$ cat config.mk
export PLATFORM = sky130hd
export DESIGN_NAME = ov_fb_writer_flat
export DESIGN_NICKNAME = d
export VERILOG_FILES = /design/src/rtl/ov_cam_pkg.sv /design/src/rtl/ov_fb_writer_if.sv /design/src/rtl/cam_sync_edge.sv /design/src/rtl/ov_fb_writer.sv /design/src/flat_wrapper.sv
export SDC_FILE = /design/constraint.sdc
export NUM_CORES = 1
export LEC_CHECK = 0
export BUFFER_PORTS_ARGS = -buffer_cell sky130_fd_sc_hd__buf_2
export CAP_MARGIN = 20
export CORE_UTILIZATION = 50
export CTS_BUF_LIST = sky130_fd_sc_hd__clkbuf_8
export CTS_CLUSTER_DIAMETER = 40
export DETAILED_ROUTE_END_ITERATION = 7
export GPL_ROUTABILITY_DRIVEN = 0
export PLACE_DENSITY = 0.76
export RECOVER_POWER = 25
export REMOVE_ABC_BUFFERS = 1
export SLEW_MARGIN = 30
export SYNTH_ARGS = -nofsm -noshare
export SYNTH_HDL_FRONTEND = slang
export SYNTH_SLANG_ARGS = --single-unit
$ cat constraint.sdc
create_clock -name vga_clk -period 4.4 [get_ports vga_clk]
set_input_delay 0.22 -clock vga_clk [delete_from_list [all_inputs] [get_ports vga_clk]]
set_output_delay 0.22 -clock vga_clk [all_outputs]
set_load 0.02 [all_outputs]
$ cat src/rtl/ov_cam_pkg.sv
// ov_cam_pkg: shared camera/framebuffer geometry, capture FSM states and RGB565 layout
package ov_cam_pkg;
    localparam int H_ACTIVE  = 320;
    localparam int V_ACTIVE  = 240;
    localparam int FB_ADDR_W = 17;
    localparam int FB_DEPTH  = H_ACTIVE * V_ACTIVE;

    typedef enum logic [1:0] {WAIT_FRAME, WAIT_VS_LOW, CAPTURE} cap_state_t;

    // RGB565 field layout, shared with the upscaler: r[15:11], g[10:5], b[4:0]
    typedef struct packed {
        logic [4:0] r;
        logic [5:0] g;
        logic [4:0] b;
    } rgb565_t;
endpackage

$ cat src/rtl/ov_fb_writer_if.sv
// ov_fb_writer_if: OV2640 DVP input bus plus framebuffer write port
// master: the capture writer (reads cam_*, drives fb_*); slave: camera model / framebuffer side
interface ov_fb_writer_if #(
    parameter int ADDR_W = ov_cam_pkg::FB_ADDR_W
) ();
    import ov_cam_pkg::*;
    logic              cam_pclk;
    logic              cam_href;
    logic              cam_vsync;
    logic [7:0]        cam_data;
    logic              fb_wr_en;
    logic [ADDR_W-1:0] fb_wr_addr;
    rgb565_t           fb_wr_data;

    modport master (
        input  cam_pclk, cam_href, cam_vsync, cam_data,
        output fb_wr_en, fb_wr_addr, fb_wr_data
    );
    modport slave (
        output cam_pclk, cam_href, cam_vsync, cam_data,
        input  fb_wr_en, fb_wr_addr, fb_wr_data
    );
endinterface

$ cat src/rtl/cam_sync_edge.sv
// cam_sync_edge: W-bit 2-FF synchronizer with rise/fall pulses on the synced value
// vga_clk/rst_n: clock and sync active-low reset; i_d: async input; o_q: synced; o_rise/o_fall: 1-cycle edges
module cam_sync_edge #(
    parameter int W = 1
) (
    input  logic         vga_clk,
    input  logic         rst_n,
    input  logic [W-1:0] i_d,
    output logic [W-1:0] o_q,
    output logic [W-1:0] o_rise,
    output logic [W-1:0] o_fall
);
    logic [W-1:0] r_s1, r_s2, r_prev;

    always_ff @(posedge vga_clk) begin
        if (!rst_n) begin
            r_s1   <= '0;
            r_s2   <= '0;
            r_prev <= '0;
        end else begin
            r_s1   <= i_d;
            r_s2   <= r_s1;
            r_prev <= r_s2;
        end
    end

    assign o_q    = r_s2;
    assign o_rise = r_s2 & ~r_prev;
    assign o_fall = ~r_s2 & r_prev;
endmodule

$ cat src/rtl/ov_fb_writer.sv
// ov_fb_writer: oversamples the OV2640 DVP bus and writes RGB565 pixels into the framebuffer
// vga_clk/rst_n: clock, sync active-low reset; capture_en: arm capture of following frames;
// bus: DVP inputs and fb write port; frame_done/frame_err: 1-cycle close pulses; busy: in CAPTURE
module ov_fb_writer #(
    parameter int H_ACTIVE = ov_cam_pkg::H_ACTIVE,
    parameter int V_ACTIVE = ov_cam_pkg::V_ACTIVE,
    parameter int ADDR_W   = ov_cam_pkg::FB_ADDR_W
) (
    input  logic           vga_clk,
    input  logic           rst_n,
    input  logic           capture_en,
    ov_fb_writer_if.master bus,
    output logic           frame_done,
    output logic           frame_err,
    output logic           busy
);
    import ov_cam_pkg::*;

    localparam int X_W = $clog2(H_ACTIVE + 1);
    localparam int Y_W = $clog2(V_ACTIVE + 1);
    localparam logic [X_W-1:0]    X_END = X_W'(H_ACTIVE);
    localparam logic [Y_W-1:0]    Y_END = Y_W'(V_ACTIVE);
    localparam logic [ADDR_W-1:0] LINE  = ADDR_W'(H_ACTIVE);

    logic [7:0] w_data, w_data_rise, w_data_fall;
    logic w_pclk, w_pclk_rise, w_pclk_fall;
    logic w_href, w_href_rise, w_href_fall;
    logic w_vs, w_vs_rise, w_vs_fall;
    logic w_start, w_close;
    logic w_unused;
    cap_state_t r_state, w_next;

    logic [X_W-1:0]    r_x;
    logic [Y_W-1:0]    r_y;
    logic [ADDR_W-1:0] r_addr, r_base, r_wr_addr;
    logic [7:0]        r_hi;
    logic              r_phase, r_err, r_line, r_wr_en, r_done, r_ferr;
    rgb565_t           r_wr_data;

    // data goes through the same depth as pclk so it is stable at the sample event
    cam_sync_edge #(.W(1)) u_pclk (.vga_clk(vga_clk), .rst_n(rst_n), .i_d(bus.cam_pclk),
        .o_q(w_pclk), .o_rise(w_pclk_rise), .o_fall(w_pclk_fall));
    cam_sync_edge #(.W(1)) u_href (.vga_clk(vga_clk), .rst_n(rst_n), .i_d(bus.cam_href),
        .o_q(w_href), .o_rise(w_href_rise), .o_fall(w_href_fall));
    cam_sync_edge #(.W(1)) u_vsync (.vga_clk(vga_clk), .rst_n(rst_n), .i_d(bus.cam_vsync),
        .o_q(w_vs), .o_rise(w_vs_rise), .o_fall(w_vs_fall));
    cam_sync_edge #(.W(8)) u_data (.vga_clk(vga_clk), .rst_n(rst_n), .i_d(bus.cam_data),
        .o_q(w_data), .o_rise(w_data_rise), .o_fall(w_data_fall));

    assign w_unused = &{1'b0, w_pclk, w_pclk_fall, w_href_rise, w_href_fall, w_vs,
                        w_data_rise, w_data_fall};

    always_ff @(posedge vga_clk) begin
        if (!rst_n) r_state <= WAIT_FRAME;
        else        r_state <= w_next;
    end

    always_comb begin
        w_next  = r_state;
        w_start = 1'b0;
        w_close = 1'b0;
        case (r_state)
            WAIT_FRAME:  if (w_vs_rise && capture_en) w_next = WAIT_VS_LOW;
            WAIT_VS_LOW: if (w_vs_fall) begin
                w_next  = CAPTURE;
                w_start = 1'b1;
            end
            CAPTURE:     if (w_vs_rise) begin
                w_close = 1'b1;
                w_next  = capture_en ? WAIT_VS_LOW : WAIT_FRAME;
            end
            default:     w_next = WAIT_FRAME;
        endcase
    end

    always_ff @(posedge vga_clk) begin
        if (!rst_n) begin
            r_x       <= '0;
            r_y       <= '0;
            r_addr    <= '0;
            r_base    <= '0;
            r_hi      <= '0;
            r_phase   <= 1'b0;
            r_err     <= 1'b0;
            r_line    <= 1'b0;
            r_wr_en   <= 1'b0;
            r_wr_addr <= '0;
            r_wr_data <= '0;
            r_done    <= 1'b0;
            r_ferr    <= 1'b0;
        end else begin
            r_wr_en <= 1'b0;
            r_done  <= 1'b0;
            r_ferr  <= 1'b0;
            if (w_start) begin
                r_x     <= '0;
                r_y     <= '0;
                r_addr  <= '0;
                r_base  <= '0;
                r_phase <= 1'b0;
                r_err   <= 1'b0;
                r_line  <= 1'b0;
            end else if (w_close) begin
                // frame close wins over a coincident sample; that pixel is dropped
                r_done <= (r_y == Y_END) && !r_err;
                r_ferr <= !((r_y == Y_END) && !r_err);
            end else if (r_state == CAPTURE && w_pclk_rise) begin
                if (w_href) begin
                    r_line <= 1'b1;
                    if (!r_phase) begin
                        r_hi    <= w_data;
                        r_phase <= 1'b1;
                    end else begin
                        r_phase <= 1'b0;
                        if (r_x < X_END && r_y < Y_END) begin
                            r_wr_en   <= 1'b1;
                            r_wr_addr <= r_addr;
                            r_wr_data <= rgb565_t'({r_hi, w_data});
                            r_addr    <= r_addr + 1'b1;
                            r_x       <= r_x + 1'b1;
                        end else begin
                            r_err <= 1'b1;
                        end
                    end
                end else if (r_line) begin
                    // first href-low sample after an active line closes it; a dangling hi byte is dropped
                    r_line  <= 1'b0;
                    r_x     <= '0;
                    r_phase <= 1'b0;
                    if (r_x != X_END || r_phase) r_err <= 1'b1;
                    if (r_y < Y_END) begin
                        r_y    <= r_y + 1'b1;
                        r_base <= r_base + LINE;
                        r_addr <= r_base + LINE;
                    end
                end
            end
        end
    end

    assign bus.fb_wr_en   = r_wr_en;
    assign bus.fb_wr_addr = r_wr_addr;
    assign bus.fb_wr_data = r_wr_data;
    assign frame_done     = r_done;
    assign frame_err      = r_ferr;
    assign busy           = (r_state == CAPTURE);
endmodule

$ cat src/flat_wrapper.sv
// flat-port wrapper written by rule: the top's interface ports become plain ports
module ov_fb_writer_flat import ov_cam_pkg::*;
#(
    parameter int H_ACTIVE = ov_cam_pkg::H_ACTIVE,
    parameter int V_ACTIVE = ov_cam_pkg::V_ACTIVE,
    parameter int ADDR_W   = ov_cam_pkg::FB_ADDR_W
)
  (vga_clk, rst_n, capture_en, frame_done, frame_err, busy, bus_cam_pclk, bus_cam_href, bus_cam_vsync, bus_cam_data, bus_fb_wr_en, bus_fb_wr_addr, bus_fb_wr_data);
  ov_fb_writer_if #(.ADDR_W(ADDR_W)) bus_i ();
  input  logic vga_clk;
  input  logic rst_n;
  input  logic capture_en;
  output logic frame_done;
  output logic frame_err;
  output logic busy;
  input wire logic [$bits(bus_i.cam_pclk)-1:0] bus_cam_pclk;
  input wire logic [$bits(bus_i.cam_href)-1:0] bus_cam_href;
  input wire logic [$bits(bus_i.cam_vsync)-1:0] bus_cam_vsync;
  input wire logic [$bits(bus_i.cam_data)-1:0] bus_cam_data;
  output wire logic [$bits(bus_i.fb_wr_en)-1:0] bus_fb_wr_en;
  output wire logic [$bits(bus_i.fb_wr_addr)-1:0] bus_fb_wr_addr;
  output wire logic [$bits(bus_i.fb_wr_data)-1:0] bus_fb_wr_data;
  assign bus_i.cam_pclk = bus_cam_pclk;
  assign bus_i.cam_href = bus_cam_href;
  assign bus_i.cam_vsync = bus_cam_vsync;
  assign bus_i.cam_data = bus_cam_data;
  assign bus_fb_wr_en = bus_i.fb_wr_en;
  assign bus_fb_wr_addr = bus_i.fb_wr_addr;
  assign bus_fb_wr_data = bus_i.fb_wr_data;
  ov_fb_writer #(.H_ACTIVE(H_ACTIVE), .V_ACTIVE(V_ACTIVE), .ADDR_W(ADDR_W)) u_core (.vga_clk(vga_clk), .rst_n(rst_n), .capture_en(capture_en), .bus(bus_i), .frame_done(frame_done), .frame_err(frame_err), .busy(busy));
endmodule
==> results of run 1 <==
## per-stage QoR
stage | instance area [µm²] | power [mW] | util (%)
2_1_floorplan | 4870 | 1.13 | -
3_3_place_gp | 5320 | 1.15 | 54.6
3_5_place_dp | 5320 | 1.15 | 54.6
4_1_cts | 5830 | 2.16 | 59.9
5_1_grt | 5810 | 2.22 | 59.7
6_report | 5810 | 2.14 | 59.7
## per-layer routing
layer	GRT usage, %	part of all wire (%)
met4	8.46	1.6
met1	24.5	46
met5	0	0
met3	6.50	4.4
met2	32.4	48
## cell type report
type / count / share of cell area (%)
multi-input combinational: 406 / 42.7
sequential: 118 / 40.7
timing repair buffer: 64 / 6.23
clock buffer: 17 / 4.03
clock inverter: 14 / 3.04
tap: 133 / 2.87
inverter: 8 / 0.517
## where the power goes
part | internal, mW | switching [mW] | total [mW]
sequential | 1.08 | 0.00576 | 1.08
combinational | 0.0247 | 0.0223 | 0.0470
clock | 0.563 | 0.450 | 1.01
## flip-flops by register name (all words and copies together) (netlist names), 9 cells and up
name                   cells
u_core.r_x                 9
u_core.r_base             11
u_core.bus.fb_wr_addr     17
u_core.r_addr             17
u_core.bus.fb_wr_data     16
## Yosys cell counts, drive strengths merged, types with 4 or more instances
| cell | n | area (µm²) |
|---|---|---|
| or3 | 4 | 25.0 |
| inv | 7 | 26.3 |
| ha | 6 | 75.1 |
| o21ai | 16 | 80.1 |
| a21boi | 35 | 263 |
| nand4 | 9 | 56.3 |
| and3 | 7 | 43.8 |
| mux2i | 13 | 130 |
| nor3 | 17 | 100 |
| dfxtp | 118 | 2360 |
| xor2 | 12 | 105 |
| clkbuf | 20 | 76.3 |
| nand2b | 5 | 31.3 |
| nand3b | 4 | 30.0 |
| nor3b | 5 | 37.5 |
| a21oi | 18 | 90.1 |
| xnor2 | 20 | 175 |
| buf | 10 | 70.1 |
| nand2 | 94 | 353 |
| nor2b | 10 | 62.6 |
| nand3 | 20 | 113 |
| and2 | 28 | 175 |
| nor2 | 40 | 153 |
## cell usage in the layout (no fill, tap or decap), types with 4 or more instances in the layout
cell	count
and2_1	17
a21oi_1	18
clkbuf_8	17
and2_0	11
o21ai_0	13
xor2_1	12
dfxtp_1	118
a21boi_0	35
inv_1	7
mux2i_1	13
nand3b_1	4
nor2b_1	10
nand2b_1	5
ha_1	6
and3_1	7
xnor2_1	20
nor3b_1	5
nand3_1	19
clkbuf_1	13
dlygate4sd3_1	10
nand4_1	9
clkinv_4	4
nor3_1	14
nand2_1	94
nor2_1	38
buf_2	38
or3_1	4
## final timing paths
kind / to / slack, ps
worst min register to register: u_core.u_data.o_q[2]$_SDFF_PN0_ / 430
worst max register to register: u_core.r_addr[12]$_SDFFE_PP0P_ / 1860
worst max-delay path: u_core.r_addr[12]$_SDFFE_PP0P_ / 1860
worst min-delay path: u_core.u_data.r_s1[2]$_SDFF_PN0_ / 30
## timing repair
item,CTS,global route
endpoints found under the hold margin,10,0
hold buffers,10,0
resized for setup,0,0
## kinds of logic after synthesis
| group | synth area share (%) |
|---|---|
| compound gates | 13.4 |
| xor+xnor | 5.59 |
| fa+ha+maj | 1.50 |
| buf+inv | 3.52 |
| flops | 47.1 |
| mux | 2.60 |
| simple gates | 26.3 |
==> impl_metrics.toml, run 1 <==
[yosys]
synthDistinctLibCells = 61
synthCells = 562
avgSynthCellArea_um2 = 8.92
async_flop_share_pct = 0
seq_area_frac_synth_pct = 47.1
yosysWarnings = 0
synth_edf_count = 0
synth_area_um2 = 5010
synth-seq-cells = 118
ys.flop_type = "dfxtp_1"

[pwr]
power.density_nw_per_um2 = 369
peakVddDrop_mv = 0.173
power.leakage_nw = 2.10

[clock_network]
ctsRootBufferMaster = "clkbuf_8"
htreeDepth = 4
post_cts_buffers = 0
clockBufferDepth = 2
clkSinkCount = 118
clk_latency_ps = 430
cts_tree = "built"
clk_pin_slew_worst_paths_ps = 70
cts_buffers = 17

[worst_hold_path]
hp-start = "bus_cam_data[2]"
hp-class = "input pin to flip-flop"
worstHoldPathCells = 2

[timing]
fin_tns_setup_ps = 0
drv_slew = 72
min_period_ps = 2540
finalSetupViolations = 0
slew_headroom_pct = -42.4
grt_setup_unrepaired = "no"
whs_ps = 27.3
fin_worst_skew_ps = 8.10
worstMarginPinSlew_ps = 2140
timing.final.ws_setup_ps = 1860
layout_worst_path_cycle_share_pct = 57.8
hold_viol_final = 0
max_freq_mhz = 393

[setup_path]
worstSetupPathDepth = 4
path_class = "flip-flop to flip-flop"
path_cells = "nand2b_1 > o31a_1 > nor2_2 > a2111oi_0"
startpoint = "u_core.u_href.o_q$_SDFF_PN0_"
cp-start-kind = "flip-flop"
worstPathRequired_ps = 4710
path_max_fanout = 25
cp.arrival_ps = 2860
crit_buf_inv = 0
r2r_start = "u_core.u_href.o_q$_SDFF_PN0_"
critPathSlowestCell = "dfxtp_1"
end_kind = "flip-flop"
rr_worst_depth = 4
cpPeakStageDelay_ps = 810
crit_family = "compound AO/OA/AOI/OAI gates"

[route]
via_count = 4004
wirelength_um = 10000
vias_per_cell = 5.27
drt_pass1_iterations = 6
ant_nets = 0
drc_errors = 0
drt_iter0_drc = 233
wl_per_cell_um = 13.2

[placed_design]
hpwlAfterDp_um = 6540
place_ws_ps = 1900
port_buffers = 50
dp_cells = 719

[floorplan]
die_width_um = 102
core_region_area_um2 = 9730
initial_core_util_pct = 51.5
io_pins = 51
row_count = 36
die_area_um2 = 10400
die_h_um = 102

[global_route]
grt_use_total_pct = 20.0
grt_pass1_wl_um = 16200
grt_overflow = 0
grt_max_degree = 72
grt_pass1_vias = 3623
antenna_found_initial = 0

[layout]
area_growth_pct = 15.8
final_nets = 635
layoutNonFillerInstCount = 760
seqCellArea_um2 = 2360
multi_input_area_um2 = 2480
antenna_cells = 0
drive_gt1_share_pct = 13.6
nFillCells = 891

[outcome]
status = "finished, violations left"
violations = "capacitance limit, slew limit"

[run]
drv_cap = 1
No activity file was read; power rests on OpenSTA's default activity.
==> inputs of run 2 (changes only) <==
--- a/config.mk
+++ b/config.mk
@@ -5,6 +5,7 @@
 export SDC_FILE = /design/constraint.sdc
 export NUM_CORES = 1
 export LEC_CHECK = 0
+export ABC_AREA = 1
 export BUFFER_PORTS_ARGS = -buffer_cell sky130_fd_sc_hd__buf_2
 export CAP_MARGIN = 20
 export CORE_UTILIZATION = 50
==> constraint.sdc (replaced) <==
create_clock -name vga_clk -period 2.6 [get_ports vga_clk]
set_input_delay 0.13 -clock vga_clk [delete_from_list [all_inputs] [get_ports vga_clk]]
set_output_delay 0.13 -clock vga_clk [all_outputs]
set_load 0.02 [all_outputs]
==> run 2 against run 1 <==
Against the previous run: the flow now finishes without violations; clock power increased by 55%; cell count increased by 21%; hold slack gained 360 ps; total power up 64%; sequential power up 69%; combinational power grew 130%; synthesized area increased by 1.9%; highest routed layer unchanged; worst setup slack worse by 1300 ps; clock skew grew 4.2 ps.
==> impl_metrics.toml, run 2 <==
[outcome]
status = "finished clean"

[placed_design]
port_buffers = 50
dp_cells = 873
hpwlAfterDp_um = 7830

[yosys]
synth_top_area_share_pct = 46.2
yosysTopAreaCell = "dfxtp_1"
synth_edf_count = 0
synth_most_common_cell = "nand2_1"
synth-seq-cells = 118
yosysWarnings = 0
synth_commonest_cells = "146 x nand2_1, 118 x dfxtp_1, 118 x nor2_1, 77 x inv_1, 54 x o21ai_0"
synth.area.top_cells = "dfxtp_1 46%, nand2_1 11%, nor2_1 8.7%"
synth_area_um2 = 5110
synthDistinctLibCells = 32
seq_area_frac_synth_pct = 46.2
avgSynthCellArea_um2 = 7.22
async_flop_share_pct = 0
ys.flop_type = "dfxtp_1"
synthCells = 708

[pwr]
pwr-share-comb_pct = 3.1
clockPowerShare_pct = 44.7
seqPwrFrac_pct = 52.2
switching_share_pct = 26.9
peakVddDrop_mv = 0.480
power.leakage_nw = 2.61
p_sw_uw = 943
p_int_mw = 2.57
power.density_nw_per_um2 = 592

[setup_path]
path_class = "flip-flop to flip-flop"
path_max_fanout = 31
cp.arrival_ps = 2450
end_kind = "flip-flop"
worstPathRequired_ps = 2970
cp-start-kind = "flip-flop"

[floorplan]
row_count = 36
core_region_area_um2 = 9820
io_pins = 51
die_h_um = 103
initial_core_util_pct = 52.0
die_width_um = 103
die_area_um2 = 10600

[layout]
fin_util_pct = 60.3
most-common-layout-cells = "146 x nand2_1, 118 x nor2_1, 118 x dfxtp_1"
layoutNonFillerInstCount = 922
area_growth_pct = 15.9
antenna_cells = 0
nFillCells = 953
drive_gt1_share_pct = 10.4
final_common_cell = "nand2_1"
final_nets = 796

[timing]
drv_slew = 0
min_period_ps = 2070
hold_viol_final = 0
fin_tns_setup_ps = 0
finalSetupViolations = 0
worstMarginPinSlew_ps = 588
layout_worst_path_cycle_share_pct = 79.7
grt_setup_unrepaired = "no"
fin_worst_skew_ps = 12.3
slew_headroom_pct = 60.7
max_freq_mhz = 482

[run]
drv_cap = 0

[global_route]
grt_overflow = 0
antenna_found_initial = 0
grt_use_total_pct = 24.0
use_met3_pct = 6.10
grt_pass1_wl_um = 19600
gr-usage-met1_pct = 30.2
busiest_layer = "met2"
grt_pass1_vias = 4369
grt_max_degree = 55
use_met2_pct = 38.2

[clock_network]
cts_buffers = 17
htreeDepth = 4
clockBufferDepth = 2
cts_resized = 0
clkSinkCount = 118
clk_pin_slew_worst_paths_ps = 80
clk_latency_ps = 450
hold_buffers = 17
post_cts_buffers = 0
cts_tree = "built"
ctsRootBufferMaster = "clkbuf_8"

[route]
ant_nets = 0
wirelength_um = 11600
drt_iter0_drc = 263
wl_per_cell_um = 12.5
drt_pass1_iterations = 5
drc_errors = 0
via_count = 4689
vias_per_cell = 5.09

[worst_hold_path]
hp-class = "input pin to flip-flop"
[run 2: cell types whose count changed after synthesis, sizes merged, moves of 14 or more]
cell / previous run / this run
a21boi: 35 / 0
inv: 7 / 86
nor2: 40 / 126
and2: 28 / 2
a21oi: 18 / 48
nand2: 94 / 150
nor3: 17 / 3
xnor2: 20 / 3
o21ai: 16 / 65
nand3: 20 / 43
[run 2: path summary, 6_finish.rpt]
| path | startpoint | to | slack (ps) | cells past startpoint |
|---|---|---|---|---|
| hold / removal | bus_cam_data[3] | u_core.u_data.r_s1[3]$_SDFF_PN0_ | 390 | 4 |
| setup reg to reg | u_core.u_href.o_q$_SDFF_PN0_ | u_core.bus.fb_wr_addr[11]$_SDFFE_PN0P_ | 530 | 8 |
| setup / recovery | u_core.u_href.o_q$_SDFF_PN0_ | u_core.bus.fb_wr_addr[11]$_SDFFE_PN0P_ | 530 | 8 |
| hold reg to reg | u_core.u_href.r_s1$_SDFF_PN0_ | u_core.u_href.o_q$_SDFF_PN0_ | 410 | 2 |
[run 2: metal layers]
metal | wire [µm] | up-vias
met5 | 0 | -
met4 | 278 | 0
met3 | 585 | 21
met2 | 5360 | 138
met1 | 5330 | 2145
li1 | - | 2385
[run 2: final cells by class]
cell class                 count  area [µm²]  area share (%)
sequential                   118        2360            39.9
multi-input combinational    479        2270            38.3
timing repair buffer          73         428            7.22
inverter                      87         329            5.56
clock buffer                  17         234            3.95
tap                          133         166            2.81
clock inverter                15         136            2.30
[run 2: power groups by stage]
stage / Sequential [mW] / Combinational (mW) / Clock, mW
after floorplan: 1.87 / 0.0439 / 0
after global placement: 1.87 / 0.0845 / 0
after detailed placement: 1.87 / 0.0887 / 0
after CTS: 1.83 / 0.108 / 1.59
after global routing: 1.83 / 0.121 / 1.67
final: 1.83 / 0.108 / 1.57
[run 2: cells by family after synthesis]
kind of cell	after synthesis	share of synthesized area (%)
and+or+nand+nor	339	28.4
AOI/OAI and AO/OA	120	12.1
DFF	118	46.2
buffers and inverters	111	9.40
xor gates and xnor gates	14	2.40
adders and majority gates	6	1.47
[run 2: per-stage QoR]
step	setup slack, ps	power, mW	hold slack [ps]	cell area [µm²]
finish	527	3.51	387	5920
floorplan	731	1.92	223	4960
CTS	540	3.53	368	5960
detailed placement	569	1.96	314	5420
global placement	668	1.96	309	5420
global route	354	3.63	397	5920
[run 2: critical path, stage by stage (launching register included)]
cell and delay [ps]:
dfxtp_1 430, buf_4 260, nor2_1 120, inv_2 80
nand4_4 180, nor2_8 410, buf_4 280, o21ai_0 90
a21oi_1 150
==> inputs of run 3 (changes only) <==
--- a/config.mk
+++ b/config.mk
@@ -13,7 +13,7 @@
 export CTS_CLUSTER_DIAMETER = 40
 export DETAILED_ROUTE_END_ITERATION = 7
 export GPL_ROUTABILITY_DRIVEN = 0
-export PLACE_DENSITY = 0.76
+export PLACE_DENSITY = 0.79
 export RECOVER_POWER = 25
 export REMOVE_ABC_BUFFERS = 1
 export SLEW_MARGIN = 30
==> constraint.sdc (replaced) <==
create_clock -name vga_clk -period 1.7 [get_ports vga_clk]
set_input_delay 0.085 -clock vga_clk [delete_from_list [all_inputs] [get_ports vga_clk]]
set_output_delay 0.085 -clock vga_clk [all_outputs]
set_load 0.02 [all_outputs]
==> run 3 against run 2 <==
Against the previous run: register-to-register slack worse by 400 ps; sequential power is 53% higher; combinational power increased by 56%; largest cell class unchanged; critical path depth is 1 higher; routed wire length up 5.0%; critical endpoint is now u_core.r_addr[9]$_SDFFE_PP0P_; largest power group unchanged; clock power up 59%; global-route usage increased by 0.15 points.
==> impl_metrics.toml, run 3 (same netlist as run 2, synthesis figures left out) <==
[setup_path]
startpoint = "u_core.r_addr[4]$_SDFFE_PP0P_"
worstPathRequired_ps = 2040
rr_worst_depth = 9
cp-start-kind = "flip-flop"
path_max_fanout = 5
end_kind = "flip-flop"
cp.arrival_ps = 1910
r2r_start = "u_core.r_addr[4]$_SDFFE_PP0P_"
reg2reg_setup_slack_ps = 120
path_class = "flip-flop to flip-flop"
worstReg2RegEnd = "u_core.r_addr[9]$_SDFFE_PP0P_"

[layout]
area_growth_pct = 19.2
most-common-layout-cells = "145 x nand2_1, 117 x nor2_1, 115 x dfxtp_1"
final_area_um2 = 6090
drive_gt1_share_pct = 14.6
final_common_cell = "nand2_1"
antenna_cells = 0
final_nets = 804

[pwr]
power.leakage_nw = 2.74
fin_total_pwr_mw = 5.47
peakVddDrop_mv = 0.750
power.density_nw_per_um2 = 898

[clock_network]
clk_latency_ps = 440
htreeDepth = 4
clkSinkCount = 118
post_cts_buffers = 0
cts_tree = "built"
clk_pin_slew_worst_paths_ps = 70
clockBufferDepth = 2
ctsRootBufferMaster = "clkbuf_8"
cts_buffers = 17

[worst_hold_path]
worstHoldPathCells = 4
min_to = "u_core.u_data.r_s1[2]$_SDFF_PN0_"
hp-start = "bus_cam_data[2]"
hp-class = "input pin to flip-flop"

[route]
drt_pass1_iterations = 8
via_count = 4752
wirelength_um = 12100
ant_nets = 0
drc_errors = 0
vias_per_cell = 5.12
drt_iter0_drc = 249
wl_per_cell_um = 13.1

[timing]
drv_slew = 0
min_period_ps = 1580
finalSetupViolations = 0
slew_headroom_pct = 74.6
hold_viol_final = 0
worstMarginPinSlew_ps = 377
layout_worst_path_cycle_share_pct = 92.8
whs_ps = 363
max_freq_mhz = 634
fin_worst_skew_ps = 8.16

[run]
drv_cap = 0

[global_route]
grt_overflow = 0
grt_pass1_vias = 4383
antenna_found_initial = 0
grt_pass1_wl_um = 19700
grt_use_total_pct = 24.1
grt_max_degree = 65

[floorplan]
core_region_area_um2 = 9820
row_count = 36
die_h_um = 103
io_pins = 51
initial_core_util_pct = 52.0
die_width_um = 103
die_area_um2 = 10600

[placed_design]
port_buffers = 50
hpwlAfterDp_um = 7750
place_area_um2 = 5540

[outcome]
status = "finished clean"
==> run 3: changes by cell type in the layout (fill, tap and decap cells not counted), sizes merged, moves of 4 or more <==
cell / before / now
buf: 26 / 54
inv: 95 / 87
dlygate4sd3: 17 / 13
clkinvlp: 1 / 6
clkbuf: 47 / 33
==> run 3: worst max-delay path by stage <==
stage,to,slack [ps],cells after the start
after global routing,u_core.bus.fb_wr_addr[13]$_SDFFE_PN0P_,-10,8
final,u_core.r_addr[9]$_SDFFE_PP0P_,120,9
after global placement,u_core.r_x[6]$_SDFFE_PP0P_,170,7
after floorplan,u_core.bus.fb_wr_addr[10]$_SDFFE_PN0P_,-170,7
after CTS,u_core.r_x[8]$_SDFFE_PP0P_,10,7
after detailed placement,u_core.r_x[8]$_SDFFE_PP0P_,70,7
==> run 3: layout make-up <==
cell class / count / area [µm²]
well taps: 133 / 166
clock inverters: 12 / 129
inverters: 87 / 329
fillers: 865 / 3730
repair buffers: 81 / 554
clock buffers: 19 / 262
multi-input cells: 479 / 2280
flip-flops and latches: 118 / 2370
==> run 3: repair_timing <==
action / 4_1_cts / 5_1_grt
gates resized for setup: 0 / 7
endpoints found under the hold margin: 14 / 0
hold buffers: 13 / 0
endpoints found under the setup margin: 0 / 23
==> run 3: stage by stage <==
stage / setup WS (ps) / setup TNS, ps / std cells / util [%]
CTS: 14.4 / 0 / 928 / 61.7
floorplan: -169 / -5480 / 684 / -
finish: 123 / 0 / 929 / 62.0
detailed placement: 66.3 / 0 / 884 / 56.4
global placement: 169 / 0 / 884 / 56.4
global route: -11.4 / -54.2 / 929 / 62.0
==> run 3: per-layer routing <==
layer	vias to the layer above	GRT usage, %	share of wire (%)
met4	0	10.8	1.9
met3	28	7.12	6.1
li1	2398	-	-
met1	2161	30.1	44
met2	165	38.6	48
met5	-	0	0
==> run 3: worst max-delay path, stage by stage, from the launching register on <==
cell,delay [ps]
dfxtp_1,440
nand2_1,150
nor2_1,240
nand2_1,180
inv_1,140
nand3_1,80
nor2_1,80
o21ai_0,70
nand2_1,60
nor2_1,40
==> run 3: power by group <==
group	switching, mW	leakage (nW)	internal [mW]
sequential	0.0128	0.956	2.79
combinational	0.102	1.60	0.0667
clock	1.13	0.182	1.36
total	1.25	2.74	4.22
